--- config.mk ---
export PLATFORM = sky130hd
export DESIGN_NAME = msk_zeros_sharing_arbiter
export DESIGN_NICKNAME = d
export VERILOG_FILES = /design/src/rtl/msk_zeros_sharing_arbiter.sv
export SDC_FILE = /design/constraint.sdc
export NUM_CORES = 1
export LEC_CHECK = 0
export ABC_AREA = 1
export ABC_CLOCK_PERIOD_IN_PS = 15600
export CORE_MARGIN = 2
export CORE_UTILIZATION = 27
export CTS_BUF_LIST = sky130_fd_sc_hd__clkbuf_4
export CTS_CLUSTER_DIAMETER = 150
export DETAILED_ROUTE_END_ITERATION = 10
export GPL_ROUTABILITY_DRIVEN = 0
export PLACE_DENSITY = 0.55
export SYNTH_ARGS = -nofsm -noshare
export SYNTH_HDL_FRONTEND = slang
export SYNTH_SLANG_ARGS = --single-unit
--- constraint.sdc ---
create_clock -name clk -period 15.6 [get_ports clk]
set_input_delay 3.9 -clock clk [delete_from_list [all_inputs] [get_ports clk]]
set_output_delay 3.9 -clock clk [all_outputs]
set_load 0.03 [all_outputs]
--- src/rtl/msk_zeros_sharing_arbiter.sv ---
// msk_zeros_sharing_arbiter: holds one PRNG word, turns it into a d-share
// sharing of an Nbits-wide zero, and hands each sharing to exactly one of
// NREQ requesters under round-robin arbitration. A word is delivered once.
module msk_zeros_sharing_arbiter #(
  parameter int d     = 2,
  parameter int Nbits = 128,
  parameter int NREQ  = 4
) (
  input  logic                   clk,
  input  logic                   rst,
  input  logic [(d-1)*Nbits-1:0] rnd_in,
  input  logic                   rnd_valid,
  output logic                   rnd_ready,
  input  logic [NREQ-1:0]        req,
  output logic [NREQ-1:0]        gnt,
  output logic [d*Nbits-1:0]     zeros_out,
  output logic                   zeros_valid,
  output logic [15:0]            deliv_cnt
);
  localparam int PW = (NREQ > 1) ? $clog2(NREQ) : 1;
  localparam int RW = (d-1)*Nbits;

  typedef enum logic {EMPTY = 1'b0, FULL = 1'b1} buf_state_e;

  buf_state_e    buf_q, buf_d;
  logic [RW-1:0] rnd_buf_q, rnd_buf_d;
  logic [PW-1:0] rr_ptr_q, rr_ptr_d;
  logic [15:0]   deliv_cnt_q, deliv_cnt_d;

  logic          hit, consume, load;
  logic [PW-1:0] win_idx;
  logic [Nbits-1:0] parity;

  // Round-robin scan: first asserted req starting at rr_ptr, wrapping mod NREQ
  always_comb begin
    hit     = 1'b0;
    win_idx = '0;
    for (int k = 0; k < NREQ; k++) begin
      int ix;
      ix = int'(rr_ptr_q) + k;
      if (ix >= NREQ) ix = ix - NREQ;
      if (!hit && req[ix]) begin
        hit     = 1'b1;
        win_idx = PW'(ix);
      end
    end
  end

  // Grant is the consumption of the buffered word; rst gates everything off
  always_comb begin
    consume   = ~rst & (buf_q == FULL) & hit;
    rnd_ready = ~rst & ((buf_q == EMPTY) | consume);
    load      = rnd_valid & rnd_ready;
    gnt       = '0;
    if (consume) gnt[win_idx] = 1'b1;
    zeros_valid = |gnt;
    deliv_cnt   = deliv_cnt_q;
  end

  // Next-state: buffer occupancy, captured word, pointer and delivery count
  always_comb begin
    buf_d       = buf_q;
    rnd_buf_d   = rnd_buf_q;
    rr_ptr_d    = rr_ptr_q;
    deliv_cnt_d = deliv_cnt_q;
    case (buf_q)
      EMPTY:   if (load) buf_d = FULL;
      FULL:    if (consume && !load) buf_d = EMPTY;
      default: buf_d = EMPTY;
    endcase
    if (load) rnd_buf_d = rnd_in;
    if (consume) begin
      rr_ptr_d    = (win_idx == PW'(NREQ-1)) ? '0 : win_idx + 1'b1;
      deliv_cnt_d = deliv_cnt_q + 16'd1;
    end
  end

  // Sharing built only from the registered word; all-zero unless granted
  always_comb begin
    zeros_out = '0;
    parity    = '0;
    if (zeros_valid) begin
      for (int i = 0; i < d-1; i++) begin
        zeros_out[i*Nbits +: Nbits] = rnd_buf_q[i*Nbits +: Nbits];
        parity = parity ^ rnd_buf_q[i*Nbits +: Nbits];
      end
      zeros_out[(d-1)*Nbits +: Nbits] = parity;
    end
  end

  // State registers; reset discards any buffered word
  always_ff @(posedge clk or posedge rst) begin
    if (rst) begin
      buf_q       <= EMPTY;
      rnd_buf_q   <= '0;
      rr_ptr_q    <= '0;
      deliv_cnt_q <= '0;
    end else begin
      buf_q       <= buf_d;
      rnd_buf_q   <= rnd_buf_d;
      rr_ptr_q    <= rr_ptr_d;
      deliv_cnt_q <= deliv_cnt_d;
    end
  end
endmodule

# == Word-level counts from Yosys, hierarchy flattened ==
# Index checks and enable logic that the tools add are counted.
# word_totals
ramBits,0
mem_count,0
out_inout_bits,278
elab_cells,73
rom_bits,0
latch_bits,0
in_bits,135
regBits,147
# classes
shifts,0
n_div,0
magnitude_cmp,10
reduce_logical,10
multipliers,0
bitwise,7
addsub,9
n_mux,32
eq_ne,1
# ops
operator,count
$mux 256,1
$lt 32x4->1 const B,4
$mux 32,4
$add 16x1->16 const B,1
$mux 1,15
$sub 3x3->4 const B,3
$mux 2,5
$ge 3x3->1 const B,3
$bmux 1 s2,4
$add 2x2->3 const B,2
$logic_and 1x1->1,5
$and 1x1->1,4
$logic_not 1->1,4
$mux 4,1
$reduce_or 4->1,1
$sub 2x3->4 const B,1
$add 2x1->3 const B,1
$ge 2x3->1 const B,1
$lt 2x3->1 const B,1
$add 2x1->2 const B,1
$demux 1 s2,1
$eq 2x2->1 const B,1
$ge 2x1->1 const B,1
$not 1->1,2
other kinds (2),2

# == Depth between registers and ports, before layout ==
# Gate-level depths: netlist of the first run.
# depth
depth_word,23
mapped_depth,16
mapped_depth_nobuf,15

# == Worst setup path after synthesis of the first run ==
# No wires, ideal clock.
# synth_path
path_kind,input port to output port
from,in req[3]
to,out zeros_out[218]
t_arrival_ns,5.511
slack_ns,6.189
path_stages,11
t_required_ns,11.700
cell_sequence,inv_1 > nand2_1 > nand3_1 > nand2_2 > nor2_8 > nand3_2 > nand2_4 > buf_2 > buf_2 > nor2_1 > buf_4
# synth_via
elab_chain_cells,20
elab_cells_between_ends,35
# synth_rtl
element,line,text
start: declaration,14,"input logic [NREQ-1:0] req,"
$bmux 1 s2,42,if (!hit && req[ix]) begin
$mux 1 (not written as such) (2 in a row),42,
$mux 1,42,
$logic_not 1->1,42,
$logic_and 1x1->1,42,
$mux 1,42,
$logic_not 1->1,42,
$logic_and 1x1->1,42,
[... 3 more ...],-,
$mux 2,42,
$lt 2x3->1 (not written as such) / $ge 2x1->1 (equally long branches),55,if (consume) gnt[win_idx] = 1'b1;
$logic_and 1x1->1 (not written as such),55,
$mux 1 (not written as such),55,
$demux 1 s2,55,
$mux 4 *,55,
$reduce_or 4->1 *,56,zeros_valid = |gnt;
$mux 256 *,82,if (zeros_valid) begin
end: declaration,16,"output logic [d*Nbits-1:0] zeros_out,"
# Every way passes the cells marked *; elsewhere a longest branch is shown, timed or not. The select of a mux whose other input is x is not followed.

# == Worst setup path in the final report of the first run ==
# layout_path
from,in req[3]
to,out zeros_valid
# layout_via
elab_chain_cells,19
elab_cells_between_ends,34
# layout_rtl
element,line,text
$bmux 1 s2,42,
$mux 1 (not written as such) (2 in a row),42,
$mux 1,42,
$logic_not 1->1,42,
$logic_and 1x1->1,42,
$mux 1,42,
$logic_not 1->1,42,
$logic_and 1x1->1,42,
[... 2 more ...],-,
$logic_and 1x1->1,42,
$mux 2,42,
$lt 2x3->1 (not written as such) / $ge 2x1->1 (equally long branches),55,
$logic_and 1x1->1 (not written as such),55,
$mux 1 (not written as such),55,
$demux 1 s2,55,
$mux 4 *,55,
$reduce_or 4->1 *,56,
end: declaration,17,"output logic zeros_valid,"
# Marked as above.

==> results.toml, run 1 <==
[route]
drt_iter0_drc = 469
wl_mm = 26.9
wl_per_cell_um = 15.0
drt_first_pass_iters = 4
drc = 0
via_count = 7863
vias_per_cell = 4.39
final_antenna_net_count = 0

[synth]
ys_seq_elements = 147
synth-edff-count = 0
avgSynthCellArea_um2 = 7.50
synthArstFlopShare_pct = 100
synthTopCellsByArea = "dfrtp_1, nand2_1, buf_4, nand4_1, inv_1"
synth_fp_nets = 1283
ys_top_cells_by_count = "nand2_1, inv_1, nor2_1, dfrtp_1, nand4_1"
yosysUniqueCellTypes = 29
synth_top_area_share_pct = 42.9
synth_ff_type = "dfrtp_1"
synth_cells = 1143
synth_warnings = 0
synth_area_um2 = 8580
synth_most_common_cell = "nand2_1"
yosysTopAreaCell = "dfrtp_1"
seq_area_frac_synth_pct = 42.9

[timing]
timing.final.crit_share_pct = 73.6
fmax_ghz = 0.0871
rsz0062_at_grt = "false"
fin_skew_ns = 0.0441
setup_viol = 0
fin_crit_ns = 11.48
fin_setup_tns_ns = 0
hold_viol = 0
maxSlewHeadroom_pct = 32.8
worstMarginPinSlew_ns = 1.01
drv_slew = 0

[cells_and_area]
layout.cells.non_filler = 1793
final_nets = 1519
final_core_util_pct = 38.8
area_growth_pct = 42.2
stdcell_area_um2 = 12200
drive_gt1_share_pct = 3.38

[floorplan]
num_io_pins = 413
rows = 65
start_util_pct = 27.3
dieArea_um2 = 33200
die_x_um = 182
fp.dieH_um = 182
core-area_um2 = 31400

[critical_path]
crit_family = "buffers and inverters"
crit_path_end_kind = "output pin"
critPathKind = "in2out"
cp-start-kind = "input pin"
arrival_ns = 7.58
crit_chain = "clkdlybuf4s50_1 -> inv_1 -> nand2_1 -> nand3_1 -> nand2_2 -> nor2_8 -> nand3_2 -> nand2_4 -> buf_4 -> inv_1 -> clkdlybuf4s50_1"
cp_max_fo = 85
path_buf_inv = 5
crit_required_ns = 11.70
critPathMaxStageDelay_ns = 0.87
slowest_stage = "buf_4"

[global_routing]
grt.total_usage_pct = 16.0
grt_pass1_vias = 7901
grt_max_degree = 119
grt_pass1_wl_mm = 42.7
grt_overflow_total = 0
antenna_found_initial = 1

[clocking]
clock_sink_count = 147
cts_buffers = 17
cts_resized = 0
cts_tree = "done"
holdBufCountCts = 0
root_buffer = "clkbuf_4"
cts-htree-levels = 4
worstSkewPairLatency_ns = 0.54
ctsLongestPathBuffers = 2
clk_pin_slew_ns = 0.12
postCtsSetupBuffers = 0

[pwr]
cellPowerDensity_nw_per_um2 = 188
vdd_drop_max_uv = 74.4
power.total_w = 0.00229
p_leak_nw = 5.74

[placed_design]
port_buffers = 412
dp.final_hpwl_mm = 18.2
dp.cells = 1762
place_area_um2 = 11900

[run]
maxCapViolCount = 0

[outcome]
status = "finished clean"

[hold_path]
hold_path_class = "reg2reg"
## final timing paths
kind | startpoint | end | slack (ns) | cells past startpoint
setup / recovery | req[3] | zeros_valid | 4.12 | 11
hold / removal | rnd_buf_q[62] | rnd_buf_q[62] | 0.48 | 2
setup reg to reg | rr_ptr_q[0] | rnd_buf_q[82] | 10.47 | 12
hold reg to reg | rnd_buf_q[62] | rnd_buf_q[62] | 0.48 | 2
max in group asynchronous | rst | rnd_buf_q[91] | 9.37 | 4
min in group asynchronous | rst | rr_ptr_q[1] | 3.91 | 2
## placed cells by master, fill, tap and decap left out, types with 2 or more instances in the layout
cell / netlist / routed
nand2_4: 2 / 2
clkinv_2: 0 / 2
clkinvlp_4: 0 / 2
xor2_1: 9 / 9
nand2_1: 308 / 308
inv_1: 150 / 149
nor2_1: 150 / 150
clkdlybuf4s50_1: 0 / 411
clkbuf_4: 0 / 17
diode_2: 0 / 2
o21ai_0: 6 / 6
nand3_1: 11 / 11
nand2_2: 3 / 3
dfrtp_1: 147 / 147
bufinv_16: 0 / 4
buf_4: 131 / 7
nand4_1: 133 / 133
nand3b_1: 4 / 4
a21oi_1: 2 / 2
inv_6: 0 / 3
ha_1: 5 / 5
## routing by layer
metal  global-route usage, %  up-vias  wire (µm)
met2                    28.2      266      13100
met5                       0        -          0
met4                    3.87        0        338
met1                    19.6     3682      11700
met3                    4.25       19       1830
li1                        -     3896          -
## metrics by stage
stage | setup slack [ns] | hold slack [ns]
3_5_place_dp | 4.06 | 0.458
2_1_floorplan | 5.41 | 0.442
6_report | 4.12 | 0.484
4_1_cts | 4.05 | 0.487
5_1_grt | 3.80 | 0.504
3_3_place_gp | 4.16 | 0.454
## cell families after synthesis
logic type	after synthesis	share of synthesized area (%)
AOI/OAI and AO/OA	11	0.715
xor gates and xnor gates	10	1.02
buffers and inverters	353	22.8
adders and majority gates	5	0.729
and+or+nand+nor	617	31.9
DFF	147	42.9
## layout make-up
| class | instances | area, µm² |
|---|---|---|
| clock inverters | 12 | 180 |
| fillers | 3343 | 19200 |
| multi-input cells | 643 | 2950 |
| well taps | 402 | 503 |
| flip-flops and latches | 147 | 3680 |
| inverters | 152 | 581 |
| clock buffers | 17 | 128 |
| repair buffers | 418 | 4170 |
| diodes | 2 | 5.00 |
## worst min-delay path, stage by stage (launching register included)
cell and delay (ns):
dfrtp_1 0.36, nand2_1 0.05, nand2_1 0.05
## report_power, final
| group | internal [W] | switching, W | leakage, nW | total (W) |
|---|---|---|---|---|
| combinational | 0.000486 | 0.000853 | 3.76 | 0.00134 |
| sequential | 0.000562 | 0.000112 | 1.82 | 0.000674 |
| clock | 0.000126 | 0.000154 | 0.161 | 0.000280 |
| total | 0.00117 | 0.00112 | 5.74 | 0.00229 |
## sequential cells by signal, summed over array words and instances, names as in the netlist
| signal | cells |
|---|---|
| rnd_buf_q | 128 |
| deliv_cnt | 16 |
| rr_ptr_q | 2 |
| buf_q | 1 |
(Power assumes the default switching activity.)
==> inputs of run 2 (changes only) <==
Settings changed: ABC_CLOCK_PERIOD_IN_PS 15600 to 9300, PLACE_DENSITY 0.55 to 0.57.
Clock period 15.6 ns to 9.3 ns, I/O delays scaled along.
==> results.toml, run 2 (same netlist as run 1, synthesis figures left out) <==
[placed_design]
place_area_um2 = 11900
port_buffers = 412
dp.final_hpwl_mm = 18.2

[floorplan]
num_io_pins = 413
core-area_um2 = 31400
die_x_um = 182
start_util_pct = 27.3
dieArea_um2 = 33200
rows = 65
fp.dieH_um = 182

[timing]
hold_viol = 0
fin_skew_ns = 0.0446
fin_setup_tns_ns = 0
drv_slew = 0
fin_crit_ns = 7.63
rsz0062_at_grt = "false"
hold_ws_ns = 0.485
timing.final.crit_share_pct = 82.1
worstMarginPinSlew_ns = 1.04
setup_viol = 0
maxSlewHeadroom_pct = 30.7
fmax_ghz = 0.131

[global_routing]
grt_pass1_vias = 7925
grt_pass1_wl_mm = 42.7
grt_max_degree = 174
grt_overflow_total = 0
antenna_found_initial = 2
grt.total_usage_pct = 16.0

[cells_and_area]
final_common_cell = "clkdlybuf4s50_1"
stdcell_area_um2 = 12200
final_cell_mix = "clkdlybuf4s50_1, nand2_1, nor2_1, inv_1, dfrtp_1"
area_growth_pct = 42.0
largest_register = "rnd_buf_q"
largest_reg_flops = 128
drive_gt1_share_pct = 3.66
final_nets = 1521

[clocking]
root_buffer = "clkbuf_4"
worstSkewPairLatency_ns = 0.53
holdBufCountCts = 0
cts_resized = 0
cts-htree-levels = 4
cts_tree = "done"
clk_pin_slew_ns = 0.14
postCtsSetupBuffers = 0
cts_buffers = 17
ctsLongestPathBuffers = 2
clock_sink_count = 147

[critical_path]
crit_top_cell = "clkdlybuf4s50_1"
path_buf_inv = 4
critPathKind = "in2out"
crit_chain = "clkdlybuf4s50_1 -> inv_1 -> nand2_1 -> nand3_1 -> nand2_2 -> nor2_8 -> nand3_2 -> nand2_4 -> buf_4 -> nor2_1 -> clkdlybuf4s50_1"
crit_family = "buffers and inverters"
critPathMaxStageDelay_ns = 0.68
arrival_ns = 5.31
cp-start-kind = "input pin"
crit_required_ns = 6.98
cp_max_fo = 74
slowest_stage = "nand2_4"
crit_path_end_kind = "output pin"

[route]
drt_iter0_drc = 427
final_antenna_net_count = 0
via_count = 7976
drc = 0
wl_per_cell_um = 15.0
vias_per_cell = 4.44
drt_first_pass_iters = 4
wl_mm = 26.9

[pwr]
vdd_drop_max_uv = 110
cellPowerDensity_nw_per_um2 = 313
power.total_w = 0.00381
p_leak_nw = 5.73

[outcome]
status = "finished clean"

[hold_path]
hold_path_class = "reg2reg"

[run]
maxCapViolCount = 0
## run 2: cell count changes in the layout (fill, tap and decap cells not counted)
cell,before,now
clkinv_2,2,0
clkinv_1,0,1
inv_8,1,2
clkinvlp_4,2,4
clkinv_4,1,3
clkbuf_4,17,19
buf_12,0,1
bufinv_16,4,1
diode_2,2,1
buf_4,7,8
## run 2: area by class of cell
class,instances,area (µm²)
antenna,1,2.50
tap,402,503
multi-input combinational,643,2950
sequential,147,3680
timing repair buffer,420,4190
fill,3307,19200
inverter,152,581
clock inverter,13,128
clock buffer,19,143
## run 2: path summary, 6_finish.rpt
kind | slack [ns] | depth (start not counted) | endpoint | from
min in group asynchronous | 2.32 | 2 | deliv_cnt[2] | rst
setup / recovery | 1.67 | 11 | zeros_out[171] | req[3]
hold reg to reg | 0.48 | 2 | rnd_buf_q[19] | rnd_buf_q[19]
max in group asynchronous | 5.62 | 3 | rnd_buf_q[67] | rst
setup reg to reg | 4.74 | 13 | rnd_buf_q[67] | rr_ptr_q[0]
hold / removal | 0.48 | 2 | rnd_buf_q[19] | rnd_buf_q[19]
## run 2: worst reg2reg max path, stage by stage, from the launching register on
cell     delay, ns
dfrtp_1       0.59
inv_4         0.10
nand2_1       0.08
nand2_1       0.08
nand2_1       0.11
nand2_2       0.11
nor2_8        0.12
nand3_2       0.10
nand2_4       0.68
nand2_4       0.68
nand3_4       0.90
buf_4         0.69
nand2_1       0.15
nand2_1       0.09
## run 2: report_power, final
part           switching [W]  leakage, nW  internal [W]
Clock               0.000270        0.136      0.000143
Combinational        0.00145         3.77      0.000824
Sequential          0.000183         1.82      0.000942
## run 2: metrics by stage
step           util [%]  worst slack, ns  std cells
6_report           38.8             1.67       1797
5_1_grt            38.8             1.43       1797
4_1_cts            38.8             1.62       1796
3_5_place_dp       37.9             1.63       1764
3_3_place_gp       37.9             1.68       1764
2_1_floorplan         -            0.687       1143
## run 2: routing by layer
metal,share of wire [%],vias to the layer above,GRT usage [%]
met3,6.1,18,3.91
li1,-,3895,-
met2,48,266,27.1
met5,0,-,0
met4,1.3,0,3.68
met1,44,3797,20.6
